[config.mk]
export PLATFORM = sky130hd
export DESIGN_NAME = apb_xfer_controller
export DESIGN_NICKNAME = d
export VERILOG_FILES = /design/src/rtl/apb_ctrl_pkg.sv /design/src/rtl/apb_addr_decoder.sv /design/src/rtl/apb_xfer_controller.sv
export SDC_FILE = /design/constraint.sdc
export NUM_CORES = 1
export LEC_CHECK = 0
export CAP_MARGIN = 30
export CORE_MARGIN = 1
export CORE_UTILIZATION = 39
export DETAILED_ROUTE_END_ITERATION = 8
export GPL_TIMING_DRIVEN = 0
export PLACE_DENSITY_LB_ADDON = 0.08
export RECOVER_POWER = 100
export SETUP_SLACK_MARGIN = 0.15
export SLEW_MARGIN = 20
export SYNTH_ARGS = -nofsm -noshare
export SYNTH_HDL_FRONTEND = slang
export SYNTH_SLANG_ARGS = --single-unit
[constraint.sdc]
create_clock -name clock -period 1.5 [get_ports clock]
set_input_delay 0.225 -clock clock [delete_from_list [all_inputs] [get_ports clock]]
set_output_delay 0.225 -clock clock [all_outputs]
set_load 0.05 [all_outputs]
[src/rtl/apb_ctrl_pkg.sv]
// Shared types and constants for the APB transfer controller of the AHB-to-APB bridge.
package apb_ctrl_pkg;

  typedef enum logic [1:0] {
    IDLE   = 2'd0,
    SETUP  = 2'd1,
    ACCESS = 2'd2,
    ERR    = 2'd3
  } apb_state_e;

  localparam int unsigned NUM_SLV       = 4;
  localparam logic [31:0] DEF_BASE_ADDR = 32'h8000_0000;
  localparam int unsigned DEF_SLV_SHIFT = 26;

endpackage

[src/rtl/apb_addr_decoder.sv]
// Combinational decode of a byte address into a window hit flag and a one-hot APB slave select.
module apb_addr_decoder
  import apb_ctrl_pkg::*;
#(
  parameter logic [31:0] BASE_ADDR = DEF_BASE_ADDR,
  parameter int unsigned SLV_SHIFT = DEF_SLV_SHIFT
) (
  input  logic [31:0]        req_addr,
  output logic               hit,
  output logic [NUM_SLV-1:0] psel_onehot
);

  // Window bounds are 33 bits wide so a window ending at 4 GB cannot wrap to zero.
  localparam logic [32:0] WIN_LO = {1'b0, BASE_ADDR};
  localparam logic [32:0] WIN_HI = WIN_LO + (33'(NUM_SLV) << SLV_SHIFT);

  logic [32:0] addr_ext_s;
  logic [31:0] slot_s;

  // Range compare, then select the slave whose region holds the address.
  always_comb begin
    addr_ext_s = {1'b0, req_addr};
    hit        = (addr_ext_s >= WIN_LO) && (addr_ext_s < WIN_HI);
    slot_s     = (req_addr - BASE_ADDR) >> SLV_SHIFT;
    for (int i = 0; i < NUM_SLV; i++) begin
      psel_onehot[i] = hit && (slot_s == 32'(i));
    end
  end

endmodule

[src/rtl/apb_xfer_controller.sv]
// Sequences single read/write commands into APB SETUP/ACCESS phases and returns
// read data or a decode error as a one-cycle response pulse.
module apb_xfer_controller
  import apb_ctrl_pkg::*;
#(
  parameter logic [31:0] BASE_ADDR = DEF_BASE_ADDR,
  parameter int unsigned SLV_SHIFT = DEF_SLV_SHIFT
) (
  input  logic               clock,
  input  logic               Hresetn,
  input  logic               req_valid,
  output logic               req_ready,
  input  logic               req_write,
  input  logic [31:0]        req_addr,
  input  logic [31:0]        req_wdata,
  output logic               rsp_valid,
  output logic               rsp_err,
  output logic [31:0]        rsp_rdata,
  output logic [31:0]        PADDR,
  output logic               PWRITE,
  output logic [31:0]        PWDATA,
  output logic [NUM_SLV-1:0] PSELx,
  output logic               PENABLE,
  input  logic [31:0]        PRDATA
);

  apb_state_e         state_q,     state_d;
  logic [31:0]        paddr_q,     paddr_d;
  logic               pwrite_q,    pwrite_d;
  logic [31:0]        pwdata_q,    pwdata_d;
  logic [NUM_SLV-1:0] psel_q,      psel_d;
  logic               penable_q,   penable_d;
  logic               rsp_valid_q, rsp_valid_d;
  logic               rsp_err_q,   rsp_err_d;
  logic [31:0]        rsp_rdata_q, rsp_rdata_d;

  logic               hit_s;
  logic [NUM_SLV-1:0] psel_dec_s;
  logic               accept_s;

  apb_addr_decoder #(
    .BASE_ADDR (BASE_ADDR),
    .SLV_SHIFT (SLV_SHIFT)
  ) u_decoder (
    .req_addr    (req_addr),
    .hit         (hit_s),
    .psel_onehot (psel_dec_s)
  );

  // SETUP is the only state that cannot take a new command.
  assign req_ready = (state_q != SETUP);
  assign accept_s  = req_valid & req_ready;

  // Next-state, APB phase and response computation.
  always_comb begin
    state_d     = state_q;
    paddr_d     = paddr_q;
    pwrite_d    = pwrite_q;
    pwdata_d    = pwdata_q;
    psel_d      = psel_q;
    penable_d   = 1'b0;
    rsp_valid_d = 1'b0;
    rsp_err_d   = 1'b0;
    rsp_rdata_d = 32'h0000_0000;

    case (state_q)
      ACCESS: begin
        rsp_valid_d = 1'b1;
        rsp_rdata_d = pwrite_q ? 32'h0000_0000 : PRDATA;
      end
      ERR: begin
        rsp_valid_d = 1'b1;
        rsp_err_d   = 1'b1;
      end
      IDLE, SETUP: begin
        rsp_valid_d = 1'b0;
      end
      default: begin
        rsp_valid_d = 1'b0;
      end
    endcase

    // IDLE, ACCESS and ERR share one acceptance path, giving back-to-back transfers.
    if (state_q == SETUP) begin
      state_d   = ACCESS;
      penable_d = 1'b1;
    end else if (accept_s && hit_s) begin
      state_d  = SETUP;
      paddr_d  = req_addr;
      pwrite_d = req_write;
      pwdata_d = req_wdata;
      psel_d   = psel_dec_s;
    end else if (accept_s) begin
      state_d = ERR;
      psel_d  = {NUM_SLV{1'b0}};
    end else begin
      state_d = IDLE;
      psel_d  = {NUM_SLV{1'b0}};
    end
  end

  // State and output registers; reset drops PSELx/PENABLE without waiting for a clock.
  always_ff @(posedge clock or negedge Hresetn) begin
    if (!Hresetn) begin
      state_q     <= IDLE;
      paddr_q     <= 32'h0000_0000;
      pwrite_q    <= 1'b0;
      pwdata_q    <= 32'h0000_0000;
      psel_q      <= {NUM_SLV{1'b0}};
      penable_q   <= 1'b0;
      rsp_valid_q <= 1'b0;
      rsp_err_q   <= 1'b0;
      rsp_rdata_q <= 32'h0000_0000;
    end else begin
      state_q     <= state_d;
      paddr_q     <= paddr_d;
      pwrite_q    <= pwrite_d;
      pwdata_q    <= pwdata_d;
      psel_q      <= psel_d;
      penable_q   <= penable_d;
      rsp_valid_q <= rsp_valid_d;
      rsp_err_q   <= rsp_err_d;
      rsp_rdata_q <= rsp_rdata_d;
    end
  end

  assign PADDR     = paddr_q;
  assign PWRITE    = pwrite_q;
  assign PWDATA    = pwdata_q;
  assign PSELx     = psel_q;
  assign PENABLE   = penable_q;
  assign rsp_valid = rsp_valid_q;
  assign rsp_err   = rsp_err_q;
  assign rsp_rdata = rsp_rdata_q;

endmodule
## After elaboration in Yosys (flattened, before gate mapping)

Index checks and enable logic that the tools add are counted.

- Reduce and logical (&&, ||, !) cells: 11
- Bitwise gates (word level): 2
- $add $sub $neg: 1
- Order comparisons: 2
- Mux-type cells: 9
- Equality and inequality tests: 7

Operators by type and width:

| operator | count |
|---|---|
| $mux 32 | 2 |
| $ge 32x32->1 const B | 1 |
| $logic_not 32->1 | 1 |
| $lt 32x32->1 const B | 1 |
| $sub 32x32->32 const B | 1 |
| $eq 6x2->1 const B | 2 |
| $eq 6x1->1 const B | 1 |
| $logic_and 1x1->1 | 6 |
| $mux 2 | 3 |
| $eq 2x2->1 const B | 2 |
| $mux 4 | 1 |
| $reduce_or 2->1 | 2 |
| $eq 2x1->1 const B | 1 |
| $logic_not 2->1 | 1 |
| $mux 1 | 2 |
| $ne 2x1->1 const B | 1 |
| $pmux 1 s2 | 1 |
| $reduce_and 2->1 | 1 |
| $and 1x1->1 | 1 |
| $not 1->1 | 1 |

- Output and inout bits: 105
- Word-level logic and storage cells: 41
- Flip-flop bits (word level): 106
- Bits of input ports: 100

## Longest topological paths before layout

Gate-level depths: netlist of the first run.

- Word-level depth: 5
- Depth in mapped cells: 5
- Depth with buffers taken out: 4

## Cells and area by module

A second synthesis of the first run with hierarchy kept.

- Cells, all modules: 234
- Area total of the unflattened synthesis: 3834.9 sq um

Modules (own cells, without submodules):

| module | instances | sequential area each (sq um) | area an instance (sq um) | cells each |
|---|---|---|---|---|
| apb_xfer_controller | 1 | 2652.5 | 3786.1 | 228 |
| apb_addr_decoder | 1 | 0.0 | 48.8 | 6 |

## Worst setup path before layout of the first run

Ideal clock, no wire load.

- Kind: reg2reg
- Start point: register state_q[1]
- End point: register paddr_q[0] (netlist: PADDR[0])
- Period minus slack after synthesis: 1.768 ns
- Data arrival time: 1.643 ns
- Slack: -0.268 ns
- Cell stages (with the launch flop): 6
- Data required time: 1.375 ns
- Path buffers: 2
- Library setup time: 0.125 ns
- Path through: dfrtp_1 -> nand2b_1 -> nand3_2 -> buf_6 -> buf_6 -> mux2_4

- Word-level cells in the longest chain between the ends: 4
- Elaborated cells between the ends (all ways): 6
- Classes of those cells: eq/ne (2); bitwise (2); reduce/logical (2)

Ends and longest elaborated chain:

| what | line | RTL |
|---|---|---|
| start: declaration | apb_xfer_controller.sv:27 | `apb_state_e state_q, state_d;` |
| start signal: assignment | apb_xfer_controller.sv:115 | `state_q <= state_d;` |
| $ne 2x1->1 | apb_xfer_controller.sv:51 | `assign req_ready = (state_q != SETUP);` |
| via req_ready | apb_xfer_controller.sv:12 | `output logic req_ready,` |
| $and 1x1->1 | apb_xfer_controller.sv:52 | `assign accept_s = req_valid & req_ready;` |
| $logic_and 1x1->1 | apb_xfer_controller.sv:87 | `end else if (accept_s && hit_s) begin` |
| $reduce_and 2->1 (no source line) | -- |  |
| end signal: assignment | apb_xfer_controller.sv:116 | `paddr_q <= paddr_d;` |
| end: declaration | apb_xfer_controller.sv:28 | `logic [31:0] paddr_q, paddr_d;` |

The timed path passes the listed nets, and every way through them passes these cells.
A chain may end at the register's enable or synchronous reset.

## Worst setup path after layout of the first run

- Start point: register state_q[0]
- End point: register pwdata_q[18] (netlist: PWDATA[18])

- Word-level cells in the longest chain between the ends: 4
- Elaborated cells between the ends (all ways): 6
- Classes of those cells: eq/ne (2); bitwise (2); reduce/logical (2)

Ends and longest elaborated chain:

| what | line | RTL |
|---|---|---|
| $ne 2x1->1 | apb_xfer_controller.sv:51 |  |
| $and 1x1->1 | apb_xfer_controller.sv:52 |  |
| $logic_and 1x1->1 | apb_xfer_controller.sv:87 |  |
| $reduce_and 2->1 (no source line) (*) | -- |  |
| end signal: assignment | apb_xfer_controller.sv:118 | `pwdata_q <= pwdata_d;` |
| end: declaration | apb_xfer_controller.sv:30 | `logic [31:0] pwdata_q, pwdata_d;` |

Every way passes the cells marked *; elsewhere a longest branch is shown, timed or not.

==> impl_metrics.py, run 1 <==
metrics = {
    "setup_path": {
        "worstSetupPathType": "flip-flop to flip-flop",
        "path_delay_family": "flip-flops",
        "path_max_fanout": 5,
        "rr_startpoint": "state_q[0]",
        "worst-path-buf-inv": 2,
        "critPathSlowestCell": "dfrtp_1",
        "worstPathArrival_ns": 1.67,
        "r2r_slack_ns": 0.08,
        "r2r_end": "PWDATA[18]",
        "endpoint_kind": "flip-flop",
        "r2r_cells": 5,
        "slowest_delay_ns": 0.44,
        "path_cells": "nand2b_4, nand3_4, clkbuf_16, buf_4, mux2_4",
        "crit_required_ns": 1.75,
        "critPathLaunchType": "flip-flop",
    },
    "power": {
        "p_per_area_nw_per_um2": 1460,
        "switching_power_mw": 3.45,
        "p_seq_frac": 0.416,
        "p_clk_frac": 0.207,
        "ir_drop_v": 0.000600,
        "p_comb_frac": 0.377,
        "cellLeakagePower_nw": 2.93,
        "p_int_mw": 5.20,
        "switching_share": 0.399,
    },
    "routing": {
        "drt_drc_violations_left": 0,
        "drt_iter0_drc": 51,
        "antenna_left": 0,
        "first_pass_iters": 4,
        "vias_per_cell": 4.46,
        "drt-wirelength-per-cell_um": 15.7,
        "vias": 2655,
        "wirelength_um": 9350,
    },
    "clock_network": {
        "clock_sinks": 106,
        "cts.reportedPaths.clkPinSlew_ns": 0.10,
        "clk_latency_ns": 0.36,
        "cts_tree": "done",
        "cts-htree-levels": 3,
        "numCtsBuffers": 9,
        "clk_path_buf_depth": 2,
        "root_buffer": "clkbuf_8",
    },
    "die": {
        "io_pins": 205,
        "start_util": 0.404,
        "fp.dieH_um": 103,
        "dieArea_um2": 10500,
        "die_w_um": 103,
        "row_count": 36,
        "core_um2": 9770,
    },
    "global_routing": {
        "grt_pass1_wl_um": 13900,
        "grt_pass1_vias": 2747,
        "antenna_found_initial": 0,
        "track_usage": 0.179,
        "grt.overflow.total": 0,
        "grt_max_degree": 67,
    },
    "cells_and_area": {
        "drive_gt1_frac": 0.348,
        "fillerInstances": 862,
        "multi_input_area_um2": 1170,
        "fin_nets": 557,
        "final_area_um2": 5930,
        "antennaDiodeCount": 0,
        "fin_util": 0.607,
        "final_cell_count_no_fill": 595,
        "ff_latch_area_um2": 2650,
        "syn2layout_area_growth_pct": 50.1,
    },
    "synthesis": {
        "syn_avg_cell_area_um2": 16.9,
        "ys_seq_area_frac": 0.671,
        "synth_cells": 234,
        "synthDistinctLibCells": 19,
        "synth_fp_nets": 334,
        "ys.warnings.count": 0,
        "synth_area_um2": 3950,
        "synth-seq-cells": 106,
    },
    "timing": {
        "worstMarginPinSlew_ns": 0.624,
        "fin_ws_ns": 0.0808,
        "finClkSkew_ns": 0.00833,
        "rsz0062_at_grt": "yes",
        "tns_ns": 0,
        "timing.final.crit_share": 0.946,
        "period_minus_slack_ns": 1.42,
        "max_slew_margin": 0.586,
        "hold_viol": 0,
        "drv_slew": 0,
        "finalSetupViolCount": 0,
        "timing.fmax_mhz": 705,
    },
    "place": {
        "routabilityCongestion": 0.724,
        "dpl.cell_count": 572,
        "portBuffers": 204,
        "place_worst_setup_slack_ns": -0.459,
        "hpwl_um": 6770,
        "dpl-instance-area_um2": 6220,
    },
    "job": {
        "maxCapViolations": 0,
    },
    "worst_hold_path": {
        "hold_path.class": "input port to async pin",
    },
    "status": {
        "outcome": "finished clean",
    },
}
[layer usage]
layer	wire length [µm]	GRT usage
met4	102	0.0560
met2	4480	0.290
met1	3700	0.210
met3	1060	0.0841
met5	0	0
[registers in the layout, indices dropped and copies added (netlist names)]
signal     count
PADDR         32
PWDATA        32
rsp_rdata     32
PSELx          4
state_q        2
PENABLE        1
PWRITE         1
rsp_err        1
rsp_valid      1
[cell usage after synthesis]
master | count | share of area
nor4b_4 | 1 | 0.0060
nand3_1 | 1 | 0.0013
mux2_2 | 15 | 0.043
nand3_2 | 1 | 0.0025
nand3b_1 | 1 | 0.0019
nor2_1 | 1 | 0.00095
nor3b_1 | 1 | 0.0019
and2_1 | 36 | 0.057
dfrtp_1 | 106 | 0.67
buf_2 | 1 | 0.0013
buf_6 | 6 | 0.017
inv_1 | 1 | 0.00095
clkbuf_1 | 4 | 0.0038
o21ai_0 | 3 | 0.0038
nand2_1 | 5 | 0.0048
o31ai_1 | 2 | 0.0038
nand2b_1 | 2 | 0.0032
clkinv_1 | 1 | 0.00095
mux2_4 | 46 | 0.17
[placed cells by master, fill, tap and decap left out, types with 2 or more instances in the layout]
master / netlist / routed
and2_0: 0 / 9
and2_1: 36 / 27
buf_12: 0 / 3
buf_4: 0 / 3
buf_6: 6 / 4
clkbuf_1: 4 / 25
clkbuf_2: 0 / 78
clkbuf_4: 0 / 2
clkbuf_8: 0 / 11
clkdlybuf4s15_2: 0 / 7
clkdlybuf4s50_1: 0 / 94
clkinvlp_4: 0 / 2
dfrtp_1: 106 / 106
dlygate4sd2_1: 0 / 3
mux2_1: 0 / 18
mux2_2: 15 / 12
mux2_4: 46 / 31
nand2_1: 5 / 5
o21ai_0: 3 / 3
o31ai_1: 2 / 2
[how the worst max path moves through the flow]
| stage | startpoint | endpoint | slack (ns) | depth (start not counted) |
|---|---|---|---|---|
| after floorplan | state_q[1] | PADDR[0] | 0.07 | 5 |
| after global placement | Hresetn | rsp_rdata[17] | -3.79 | 1 |
| after detailed placement | req_addr[29] | PADDR[16] | -0.46 | 6 |
| after CTS | state_q[0] | req_ready | 0.07 | 2 |
| after global routing | state_q[0] | PWDATA[15] | 0.03 | 5 |
| final | state_q[0] | PWDATA[18] | 0.08 | 5 |
[logic make-up after synthesis]
kind of cell	Yosys count	synth area share
AO/OA/AOI/OAI	5	0.00760
buffers and inverters	13	0.0241
flip-flops	106	0.671
multiplexers	61	0.218
AND/OR/NAND/NOR	49	0.0795
[power by group through the flow]
stage	clock (mW)	combinational (mW)	sequential, mW
2_1_floorplan	0	0.645	5.37
3_3_place_gp	0	3.81	3.62
3_5_place_dp	0	3.84	3.65
4_1_cts	1.85	3.66	3.60
5_1_grt	1.94	3.41	3.66
6_report	1.79	3.26	3.60
[layout make-up]
class / instances / area share
plain buffers: 11 / 0.0196
clock buffers: 12 / 0.0262
clock inverters: 4 / 0.00844
inverters: 2 / 0.00127
multi-input cells: 115 / 0.197
flip-flops and latches: 106 / 0.447
well taps: 133 / 0.0281
repair buffers: 212 / 0.272
[through the flow]
stage | power (mW) | hold WS (ns)
after CTS | 9.11 | 0.336
after detailed placement | 7.49 | 0.167
after global placement | 7.43 | 0.452
final | 8.65 | 0.344
after global routing | 9.01 | 0.374
after floorplan | 6.02 | -0.0706
[timing repair]
item,4_1_cts,5_1_grt
hold buffers,1,0
cloned,0,2
setup buffers,4,0
resized for setup,365,124
pin swaps,2,1
setup endpoints to repair,178,150
hold endpoints to repair,40,0
No activity file was read; power rests on OpenSTA's default activity.
==> inputs of run 2 (changes only) <==
--- a/config.mk
+++ b/config.mk
@@ -13,7 +13,7 @@
 export PLACE_DENSITY_LB_ADDON = 0.08
 export RECOVER_POWER = 100
 export SETUP_SLACK_MARGIN = 0.15
-export SLEW_MARGIN = 20
 export SYNTH_ARGS = -nofsm -noshare
 export SYNTH_HDL_FRONTEND = slang
 export SYNTH_SLANG_ARGS = --single-unit
+export TNS_END_PERCENT = 5
==> run 2 against run 1 <==
Compared with the run above:
- register-to-register slack worse by 0.04 ns
- flip-flop and latch count unchanged
- maximum frequency down 2.5%
- routed wire length shrank 1.3%
- final cell count grew 0.34%
- power up 1.2%
- sequential power hardly changed
- sequential share of layout area shrank 3.1 points
- core utilization up 4.5 points
- hold slack improved by 0.062 ns
- clock-buffer cell count is the same
- final area up 7.4%
- critical path type unchanged
- critical endpoint is now PWDATA[4]
- highest routed layer unchanged
==> impl_metrics.py, run 2 (synthesis gave the netlist of run 1 again) <==
metrics = {
    "timing": {
        "drv_slew": 0,
        "finalSetupViolCount": 0,
        "timing.fmax_mhz": 687,
        "max_slew_margin": 0.613,
        "hold_viol": 0,
        "period_minus_slack_ns": 1.45,
        "fin_ws_ns": 0.0451,
        "finClkSkew_ns": 0.00818,
        "timing.final.crit_share": 0.970,
        "rsz0062_at_grt": "yes",
        "worstMarginPinSlew_ns": 0.580,
    },
    "clock_network": {
        "clk_latency_ns": 0.36,
        "root_buffer": "clkbuf_8",
        "cts.reportedPaths.clkPinSlew_ns": 0.10,
        "numCtsBuffers": 9,
        "cts-htree-levels": 3,
        "cts_tree": "done",
        "clk_path_buf_depth": 2,
        "clock_sinks": 106,
    },
    "global_routing": {
        "track_usage": 0.176,
        "grt_pass1_vias": 2669,
        "grt.overflow.total": 0,
        "grtUsageMet2": 0.272,
        "busiest_layer": "met2",
        "grt_max_degree": 63,
        "grt_use_met1": 0.215,
        "antenna_found_initial": 0,
        "grt_pass1_wl_um": 13700,
        "grt_util_met3": 0.0773,
    },
    "power": {
        "p_total_mw": 8.75,
        "p_clk_frac": 0.186,
        "p_seq_frac": 0.408,
        "p_comb_frac": 0.406,
        "switching_share": 0.393,
        "switching_power_mw": 3.44,
        "p_per_area_nw_per_um2": 1370,
        "ir_drop_v": 0.000625,
        "cellLeakagePower_nw": 3.12,
        "p_int_mw": 5.31,
    },
    "routing": {
        "drt-wirelength-per-cell_um": 15.5,
        "antenna_left": 0,
        "first_pass_iters": 4,
        "wirelength_um": 9230,
        "drt_drc_violations_left": 0,
        "drt_iter0_drc": 39,
        "vias": 2656,
        "vias_per_cell": 4.45,
    },
    "place": {
        "portBuffers": 204,
        "dpl-instance-area_um2": 6210,
        "place_worst_setup_slack_ns": -0.440,
        "hpwl_um": 6640,
        "routabilityCongestion": 0.704,
    },
    "die": {
        "io_pins": 205,
        "die_w_um": 103,
        "fp.dieH_um": 103,
        "row_count": 36,
        "dieArea_um2": 10500,
        "core_um2": 9770,
        "start_util": 0.404,
    },
    "setup_path": {
        "crit_required_ns": 1.74,
        "path_max_fanout": 6,
        "slowest_delay_ns": 0.41,
        "worstPathArrival_ns": 1.70,
        "critPathSlowestCell": "dfrtp_1",
        "critPathLaunchType": "flip-flop",
        "worstSetupPathType": "flip-flop to flip-flop",
        "endpoint_kind": "flip-flop",
        "path_cells": "nand2b_4, nand3_4, buf_12, buf_8, buf_6, mux2_2",
        "r2r_cells": 6,
    },
    "cells_and_area": {
        "final_common_cell": "dfrtp_1",
        "drive_gt1_frac": 0.438,
        "fillerInstances": 783,
        "syn2layout_area_growth_pct": 61.1,
        "most-common-layout-cells": "dfrtp_1 (106), clkdlybuf4s50_1 (94), clkdlybuf4s15_2 (57)",
        "antennaDiodeCount": 0,
        "fin_nets": 559,
        "final_area_um2": 6370,
    },
    "worst_hold_path": {
        "hold_path.class": "input port to flip-flop",
        "hold_depth": 2,
    },
    "job": {
        "maxCapViolations": 0,
    },
    "status": {
        "outcome": "finished clean",
    },
}
==> run 2: power by group through the flow <==
stage	combinational [mW]	clock, mW	sequential [mW]
after floorplan	0.643	0	5.37
after global placement	3.81	0	3.62
after detailed placement	3.84	0	3.64
after CTS	3.66	1.71	3.59
after global routing	3.71	1.83	3.64
final	3.55	1.63	3.57
==> run 2: critical path: cells and delay by family (launching register included) <==
family                 cells  cell delay (ns)
flip-flops                 1             0.41
buffers and inverters      3             0.35
multiplexers               1             0.31
AND/OR/NAND/NOR            2             0.27
==> run 2: stage by stage <==
stage                     hold slack (ns)  TNS (ns)   util  cells
after floorplan                   -0.0706         0      -    234
after global placement              0.450   -428.75  0.632    571
after detailed placement            0.367    -25.39  0.635    572
after CTS                           0.382         0  0.660    590
after global routing                0.385   -0.0343  0.651    597
final                               0.406         0  0.651    597
==> run 2: path summary, 6_finish.rpt <==
| check | startpoint | endpoint | slack [ns] |
|---|---|---|---|
| worst max register to register | state_q[1] | PWDATA[4] | 0.05 |
| min in group asynchronous | Hresetn | PWDATA[24] | 0.42 |
| worst min register to register | PADDR[31] | PADDR[31] | 0.48 |
| worst min-delay path | PRDATA[23] | rsp_rdata[23] | 0.41 |
| worst max-delay path | state_q[1] | PWDATA[4] | 0.05 |
| max in group asynchronous | Hresetn | rsp_rdata[14] | 0.45 |
==> run 2: area by class of cell <==
| cell class | count | area [µm²] | area share |
|---|---|---|---|
| buffer | 11 | 113 | 0.0177 |
| clock buffer | 12 | 155 | 0.0244 |
| clock inverter | 4 | 26.3 | 0.00413 |
| inverter | 2 | 7.51 | 0.00118 |
| multi-input combinational | 115 | 1230 | 0.193 |
| sequential | 106 | 2650 | 0.417 |
| tap | 133 | 166 | 0.0261 |
| timing repair buffer | 214 | 2020 | 0.317 |
==> run 2: per-layer routing <==
layer	share of wire	wire length [µm]	vias to the layer above
met1	0.40	3680	1281
met4	0.016	149	0
met5	0	0	-
met2	0.47	4300	131
met3	0.12	1100	12
li1	-	-	1232
==> run 2: timing repair <==
action / 4_1_cts / 5_1_grt
buffers inserted: 1 / 7
hold buffers: 1 / 0
cloned: 0 / 0
resized for setup: 352 / 74
pin swaps: 1 / 2
hold endpoints to repair: 61 / 0
setup endpoints to repair: 199 / 194
